==> config.mk <==
export PLATFORM = sky130hd
export DESIGN_NAME = alu_seq_ctrl
export DESIGN_NICKNAME = d
export VERILOG_FILES = /design/src/rtl/alu_seq_pkg.sv /design/src/rtl/alu_seq_acc.sv /design/src/rtl/alu_seq_ctrl.sv
export SDC_FILE = /design/constraint.sdc
export NUM_CORES = 1
export LEC_CHECK = 0
export BUFFER_PORTS_ARGS = -buffer_cell sky130_fd_sc_hd__buf_2
export CAP_MARGIN = 20
export CORE_MARGIN = 8
export CORE_UTILIZATION = 35
export DETAILED_ROUTE_END_ITERATION = 6
export PLACE_DENSITY = 0.69
export SLEW_MARGIN = 15
export SYNTH_ARGS = -nofsm -noshare
export SYNTH_HDL_FRONTEND = slang
export SYNTH_SLANG_ARGS = --single-unit
==> constraint.sdc <==
create_clock -name clk -period 3.2 [get_ports clk]
set_clock_uncertainty 0.2 [all_clocks]
set_input_delay 0.32 -clock clk [delete_from_list [all_inputs] [get_ports clk]]
set_output_delay 0.32 -clock clk [all_outputs]
set_load 0.01 [all_outputs]
==> src/rtl/alu_seq_pkg.sv <==
// Shared constants, FSM state type and flag layout for the ALU sequencer.
// Multiply support is enabled with the ALU_SEQ_MUL_EN macro.
package alu_seq_pkg;

  localparam logic [2:0] ALU_OP_ADD = 3'b000;
  localparam logic [3:0] CMD_MUL    = 4'b1000;

  typedef enum logic [1:0] {
    ST_IDLE = 2'd0,
    ST_EXEC = 2'd1,
    ST_MUL  = 2'd2,
    ST_RESP = 2'd3
  } state_t;

  // rsp_flags layout is {C,V,N,Z}
  localparam int FLAG_C = 3;
  localparam int FLAG_V = 2;
  localparam int FLAG_N = 1;
  localparam int FLAG_Z = 0;

  function automatic logic [3:0] pack_flags(input logic c, input logic v,
                                             input logic n, input logic z);
    logic [3:0] f;
    f         = '0;
    f[FLAG_C] = c;
    f[FLAG_V] = v;
    f[FLAG_N] = n;
    f[FLAG_Z] = z;
    return f;
  endfunction

endpackage

==> src/rtl/alu_seq_acc.sv <==
// Shift-add multiply accumulator: {acc_hi,acc_lo} with W-step iteration counter.
// One iteration per step cycle; done pulses on the step that completes iteration W.
module alu_seq_acc #(
  parameter int W = 8
) (
  input  logic           clk,
  input  logic           rst_n,
  input  logic           load,
  input  logic [W-1:0]   load_b,
  input  logic           step,
  input  logic [W-1:0]   sum,
  input  logic           sum_c,
  output logic [W-1:0]   acc_hi,
  output logic           acc_lsb,
  output logic [2*W-1:0] nxt,
  output logic           done
);

  localparam int CW = (W > 1) ? $clog2(W) : 1;

  logic [W-1:0]  acc_lo;
  logic [CW-1:0] cnt;

  // The ALU sum lands in the high half while the multiplier shifts out of the low half.
  assign nxt     = {sum_c, sum, acc_lo[W-1:1]};
  assign acc_lsb = acc_lo[0];
  assign done    = step && (cnt == CW'(W - 1));

  always_ff @(posedge clk or negedge rst_n) begin
    if (!rst_n) begin
      acc_hi <= '0;
      acc_lo <= '0;
      cnt    <= '0;
    end else if (load) begin
      acc_hi <= '0;
      acc_lo <= load_b;
      cnt    <= '0;
    end else if (step) begin
      {acc_hi, acc_lo} <= nxt;
      cnt              <= cnt + 1'b1;
    end
  end

endmodule

==> src/rtl/alu_seq_ctrl.sv <==
// Sequences single ALU ops (2 cycles to response) and, with ALU_SEQ_MUL_EN, W-step MULs (W+1 cycles).
// One command in flight: cmd_ready only in IDLE; response held until rsp_ready.
module alu_seq_ctrl
  import alu_seq_pkg::*;
#(
  parameter int W = 8
) (
  input  logic           clk,
  input  logic           rst_n,
  input  logic           cmd_valid,
  output logic           cmd_ready,
  input  logic [3:0]     cmd_op,
  input  logic [W-1:0]   cmd_a,
  input  logic [W-1:0]   cmd_b,
  output logic           rsp_valid,
  input  logic           rsp_ready,
  output logic [2*W-1:0] rsp_y,
  output logic [3:0]     rsp_flags,
  output logic           rsp_err,
  output logic [W-1:0]   alu_a,
  output logic [W-1:0]   alu_b,
  output logic [2:0]     alu_op,
  input  logic [W-1:0]   alu_y,
  input  logic           alu_c,
  input  logic           alu_v,
  input  logic           alu_n,
  input  logic           alu_z
);

  state_t         state, state_nxt;
  logic [2:0]     op_r;
  logic [W-1:0]   a_r, b_r;
  logic [2*W-1:0] y_r;
  logic [3:0]     flags_r;
  logic           err_r;
  logic           cmd_fire, cmd_mul, cmd_bad;

  assign cmd_fire = cmd_valid && (state == ST_IDLE);

`ifdef ALU_SEQ_MUL_EN
  logic [W-1:0]   acc_hi;
  logic           acc_lsb;
  logic [2*W-1:0] mul_nxt;
  logic           mul_done;

  assign cmd_mul = (cmd_op == CMD_MUL);

  alu_seq_acc #(.W(W)) u_acc (
    .clk    (clk),
    .rst_n  (rst_n),
    .load   (cmd_fire && cmd_mul),
    .load_b (cmd_b),
    .step   (state == ST_MUL),
    .sum    (alu_y),
    .sum_c  (alu_c),
    .acc_hi (acc_hi),
    .acc_lsb(acc_lsb),
    .nxt    (mul_nxt),
    .done   (mul_done)
  );
`else
  assign cmd_mul = 1'b0;
`endif

  assign cmd_bad = cmd_op[3] && !cmd_mul;

  always_ff @(posedge clk or negedge rst_n) begin
    if (!rst_n) state <= ST_IDLE;
    else        state <= state_nxt;
  end

  always_comb begin
    state_nxt = state;
    case (state)
      ST_IDLE: begin
        if (cmd_fire) begin
          if (!cmd_op[3])   state_nxt = ST_EXEC;
          else if (cmd_mul) state_nxt = ST_MUL;
          else              state_nxt = ST_RESP;
        end
      end
      ST_EXEC: state_nxt = ST_RESP;
`ifdef ALU_SEQ_MUL_EN
      ST_MUL:  if (mul_done) state_nxt = ST_RESP;
`endif
      ST_RESP: if (rsp_ready) state_nxt = ST_IDLE;
      default: state_nxt = ST_IDLE;
    endcase
  end

  // The external ALU only sees live operands while a computation is running.
  always_comb begin
    cmd_ready = 1'b0;
    rsp_valid = 1'b0;
    alu_a     = '0;
    alu_b     = '0;
    alu_op    = ALU_OP_ADD;
    case (state)
      ST_IDLE: cmd_ready = 1'b1;
      ST_EXEC: begin
        alu_a  = a_r;
        alu_b  = b_r;
        alu_op = op_r;
      end
`ifdef ALU_SEQ_MUL_EN
      ST_MUL: begin
        alu_a  = acc_hi;
        alu_b  = acc_lsb ? a_r : '0;
        alu_op = ALU_OP_ADD;
      end
`endif
      ST_RESP: rsp_valid = 1'b1;
      default: ;
    endcase
  end

  always_ff @(posedge clk or negedge rst_n) begin
    if (!rst_n) begin
      op_r    <= '0;
      a_r     <= '0;
      b_r     <= '0;
      y_r     <= '0;
      flags_r <= '0;
      err_r   <= 1'b0;
    end else begin
      if (cmd_fire) begin
        op_r <= cmd_op[2:0];
        a_r  <= cmd_a;
        b_r  <= cmd_b;
      end
      if (cmd_fire && cmd_bad) begin
        y_r     <= '0;
        flags_r <= '0;
        err_r   <= 1'b1;
      end else if (state == ST_EXEC) begin
        y_r     <= {{W{1'b0}}, alu_y};
        flags_r <= pack_flags(alu_c, alu_v, alu_n, alu_z);
        err_r   <= 1'b0;
      end
`ifdef ALU_SEQ_MUL_EN
      // Capture the product as it is formed on the final iteration.
      else if (mul_done) begin
        y_r     <= mul_nxt;
        flags_r <= pack_flags(1'b0, 1'b0, mul_nxt[2*W-1], (mul_nxt == '0));
        err_r   <= 1'b0;
      end
`endif
    end
  end

  assign rsp_y     = y_r;
  assign rsp_flags = flags_r;
  assign rsp_err   = err_r;

endmodule

After elaboration in Yosys (flattened, before gate mapping)
Cells that the tools add are included.

Logic and storage cells: 31. Output and inout port bits: 42. Register bits after elaboration: 42.

Reductions and logical operators: 5. Multiplexer cells: 15. Equality and inequality tests: 4.

Operators by type and width (count): 2-to-1 mux 16 bit (2); 2-to-1 mux 8 bit (2); 2-to-1 mux 4 bit (2); 2-to-1 mux 2 bit (3); one-hot mux 2 bit (3 select lines) (1); 2-to-1 mux 1 bit (4); != test 2 bit, second input constant (2); 2-to-1 mux 3 bit (1); equality test 2 x 1 -> 1 bit, second input constant (1); equality test 2 bit, second input constant (1); logical AND 1 bit (2); zero test 2 bit (1); AND reduction 2 bit (1); nonzero test 2 bit (1).

Depth between registers and ports, before layout
Depth in word-level cells: 4. Gate-level depth with buffers: 4.

Least setup slack after synthesis
Ideal clock, no wire load.

Kind: register to output. From: register state[0]. To: output alu_a[0]. Arrival: 1040 ps. Path slack: 1640 ps. Path buffers: 2. Required time: 2680 ps. Stages on the path, launching flop included: 5. Path through: dfrtp_1 -> buf_4 -> nor2b_1 -> clkbuf_1 -> and2_1.

Word-level cells in the longest chain between the ends: 2.

Ends and longest elaborated chain: from (decl) (RTL line alu_seq_ctrl.sv:30) `state_t state, state_nxt;`; from (signal assigned) (RTL line alu_seq_ctrl.sv:69) `else state <= state_nxt;`; equality test 2 x 1 -> 1 bit (RTL line alu_seq_ctrl.sv:98) `case (state)`; 2-to-1 mux 8 bit (RTL line alu_seq_ctrl.sv:98); to (decl) (RTL line alu_seq_ctrl.sv:20) `output logic [W-1:0] alu_a,`.

Every way passes these cells.

Worst setup path in the final report
From: register state[1]. To: output alu_b[0].

Word-level cells in the longest chain between the ends: 2.

Ends and longest elaborated chain: equality test 2 x 1 -> 1 bit (RTL line alu_seq_ctrl.sv:98); 2-to-1 mux 8 bit (RTL line alu_seq_ctrl.sv:98); to (decl) (RTL line alu_seq_ctrl.sv:21) `output logic [W-1:0] alu_b,`.

Every way passes these cells.

==> flow_metrics.py <==
metrics = {
    "pwr": {
        "total_power_uw": 2050,
        "peakVddDrop_uv": 452,
        "powerDensity_nw_per_um2": 959,
        "p_leak_uw": 0.00110,
    },
    "synth": {
        "ys_types": 21,
        "synthesis.area_um2": 1700,
        "yosysWarningCount": 0,
        "synth_cells": 152,
        "synth-seq-cells": 34,
        "ys_seq_area_share_pct": 50.0,
        "synth.avg_cell_area_um2": 11.2,
    },
    "routing": {
        "dr.pass1.iters": 4,
        "vias": 1254,
        "drt-initial-drc-count": 32,
        "finalWirelength_um": 3800,
        "vias_per_cell": 4.54,
        "drc": 0,
        "avgRoutedWirePerCell_um": 13.8,
        "ant_nets": 0,
    },
    "placed_design": {
        "hpwlAfterDp_um": 2800,
        "io_buffers": 69,
        "gp_congestion": 0.666,
    },
    "layout": {
        "num_antenna_cells": 0,
        "multi_input_area_um2": 707,
        "drive_above_1_share_pct": 44.6,
        "nFillCells": 464,
        "ff_latch_area_um2": 851,
        "layout.nets": 258,
        "flow.area_growth_from_synthesis_pct": 25.5,
    },
    "critical_path": {
        "critPathArrivalTime_ns": 1.48,
        "path_common_cell": "buf_4",
        "reg2reg_slack_ns": 1.41,
        "end_kind": "output port",
        "path_buf_inv": 3,
        "reg2reg_depth": 4,
        "crit_family": "buffers and inverters",
        "slowest_delay_ns": 0.36,
        "path_class": "flop to output port",
        "worstReg2RegStart": "state[1]",
        "cp-start-kind": "flop",
        "path_cells": "buf_4, nor2b_1, buf_4, and2_1, buf_2",
        "crit_path_start": "state[1]",
        "critPathMaxFanout": 31,
        "required_ns": 2.68,
        "crit_slowest_cell": "dfrtp_1",
        "worstReg2RegEnd": "b_r[2]",
    },
    "timing": {
        "fin_crit_ns": 2.00,
        "drv_slew": 0,
        "max_slew_margin_pct": 50.0,
        "rsz0062_at_grt": "false",
        "tns_ns": 0,
        "hold_viol": 0,
        "max_freq_ghz": 0.501,
        "setup_viol": 0,
        "tightest_slew_ns": 0.750,
        "finalCritPeriodShare_pct": 62.4,
    },
    "global_routing": {
        "grt_max_degree": 35,
        "grt_util_all_layers_pct": 10.7,
        "antenna_found_initial": 0,
        "grt-ovfl-total": 0,
        "grt_pass1_wl_um": 6300,
        "grt_pass1_vias": 1316,
    },
    "clock_network": {
        "cts_setup_buffers": 0,
        "root_buffer": "clkbuf_8",
        "numClockSinks": 34,
        "clk_pin_slew_ns": 0.07,
        "cts_tree": "done",
        "htree_levels": 2,
        "cts_made_buffers": 5,
        "clockBufferDepth": 2,
        "clk_latency_ns": 0.28,
    },
    "floorplanning": {
        "ioPinCount": 78,
        "coreArea_um2": 4690,
        "die_height_um": 85.7,
        "dieArea_um2": 7350,
        "die_w_um": 85.7,
        "num_rows": 25,
        "start_util_pct": 36.3,
    },
    "flow_run": {
        "max_cap_viol_count": 0,
    },
    "run_status": {
        "status": "completed",
    },
    "min_path": {
        "min_from": "cmd_a[7]",
        "holdPathEnd": "a_r[7]",
        "holdPathStages": 2,
        "holdCritPathClass": "input pin to flop",
    },
}
[synthesized netlist by cell type]
library cell   n  area (um^2)
conb_1         1         3.75
buf_12         1         20.0
buf_2          2         10.0
and2_1        20          125
o21ai_0        2         10.0
mux2_4        10          150
o211ai_1      12         90.1
inv_1         13         48.8
nand2_1       12         45.0
a21oi_1        2         10.0
nor3b_2        1         12.5
a21o_2         1         8.76
mux2_2         9          101
nor2_1         2         7.51
buf_6          1         11.3
clkbuf_1       5         18.8
nor2b_1        1         6.26
buf_4          9         67.6
nand2b_1       1         6.26
dfrtp_1       34          851
nand3b_1      13         97.6
[worst register-to-register path, stage by stage, from the launching register on]
cell     delay [ns]
dfrtp_1        0.36
buf_4          0.22
nor3b_4        0.20
buf_4          0.31
mux2_2         0.39
[final cells by class]
class / count / area share, %
well taps: 54 / 3.16
clock buffers: 7 / 3.57
repair buffers: 74 / 18.0
multi-input cells: 94 / 33.1
inverters: 13 / 2.28
flip-flops and latches: 34 / 39.8
[power breakdown]
part           switching (uW)  internal (uW)
Combinational             480            502
Sequential                122            652
Clock                     142            150
Total                     744           1300
[cell usage in the layout, fill, tap and decap left out, types with 4 or more instances in the layout]
cell / synthesis / final
mux2_2: 9 / 9
and2_1: 20 / 20
mux2_4: 10 / 10
buf_2: 2 / 69
o211ai_1: 12 / 12
clkbuf_8: 0 / 5
nand3b_1: 13 / 13
nand2_1: 12 / 12
inv_1: 13 / 13
conb_1: 1 / 8
dfrtp_1: 34 / 34
buf_4: 9 / 4
[flip-flops by register name (all words and copies together), names as in the netlist]
signal     flops
a_r            8
rsp_y          8
rsp_flags      4
state          2
op_r           3
b_r            8
rsp_err        1
[layer usage]
metal  track usage, %  share of wire [%]  wire (um)  up-vias
li1                 -                  -          -      623
met1             12.4                 42       1600      573
met2             16.7                 47       1780       53
met3             5.06                 10        380        5
met4             3.82               0.90         34        0
met5                0                  0          0        -
[cells by family (layout without fill, tap and decap cells)]
| group | after synthesis | after routing | synth area share (%) |
|---|---|---|---|
| DFF | 34 | 34 | 50.0 |
| buffers and inverters | 31 | 94 | 10.4 |
| and+or+nand+nor | 50 | 50 | 17.6 |
| AOI/OAI and AO/OA | 17 | 17 | 6.99 |
| muxes | 19 | 19 | 14.8 |
| other | 1 | 8 | 0.220 |
[stage by stage]
step	util (%)	instance area, um^2	std cells	worst slack (ns)	hold slack (ns)
2_1_floorplan	-	1730	159	1.64	-0.176
3_3_place_gp	43.7	2050	268	1.44	0.227
3_5_place_dp	43.7	2050	268	1.40	0.238
4_1_cts	45.5	2140	276	1.17	0.0636
5_1_grt	45.5	2140	276	1.08	0.0613
6_report	45.5	2140	276	1.20	0.0728
[worst max path at each step]
| stage | endpoint | slack [ns] | cells after the start |
|---|---|---|---|
| after floorplan | alu_a[0] | 1.64 | 4 |
| after detailed placement | b_r[2] | 1.40 | 4 |
| after CTS | alu_b[0] | 1.17 | 5 |
| final | alu_b[0] | 1.20 | 5 |
| after global placement | b_r[3] | 1.44 | 4 |
| after global routing | alu_op[0] | 1.08 | 5 |
[what timing repair did]
item | 4_1_cts | 5_1_grt
gates resized for setup | 0 | 0
hold buffers | 1 | 0
setup endpoints to repair | 0 | 0
hold endpoints to repair | 34 | 0
Power figures use the tool's default switching activity.
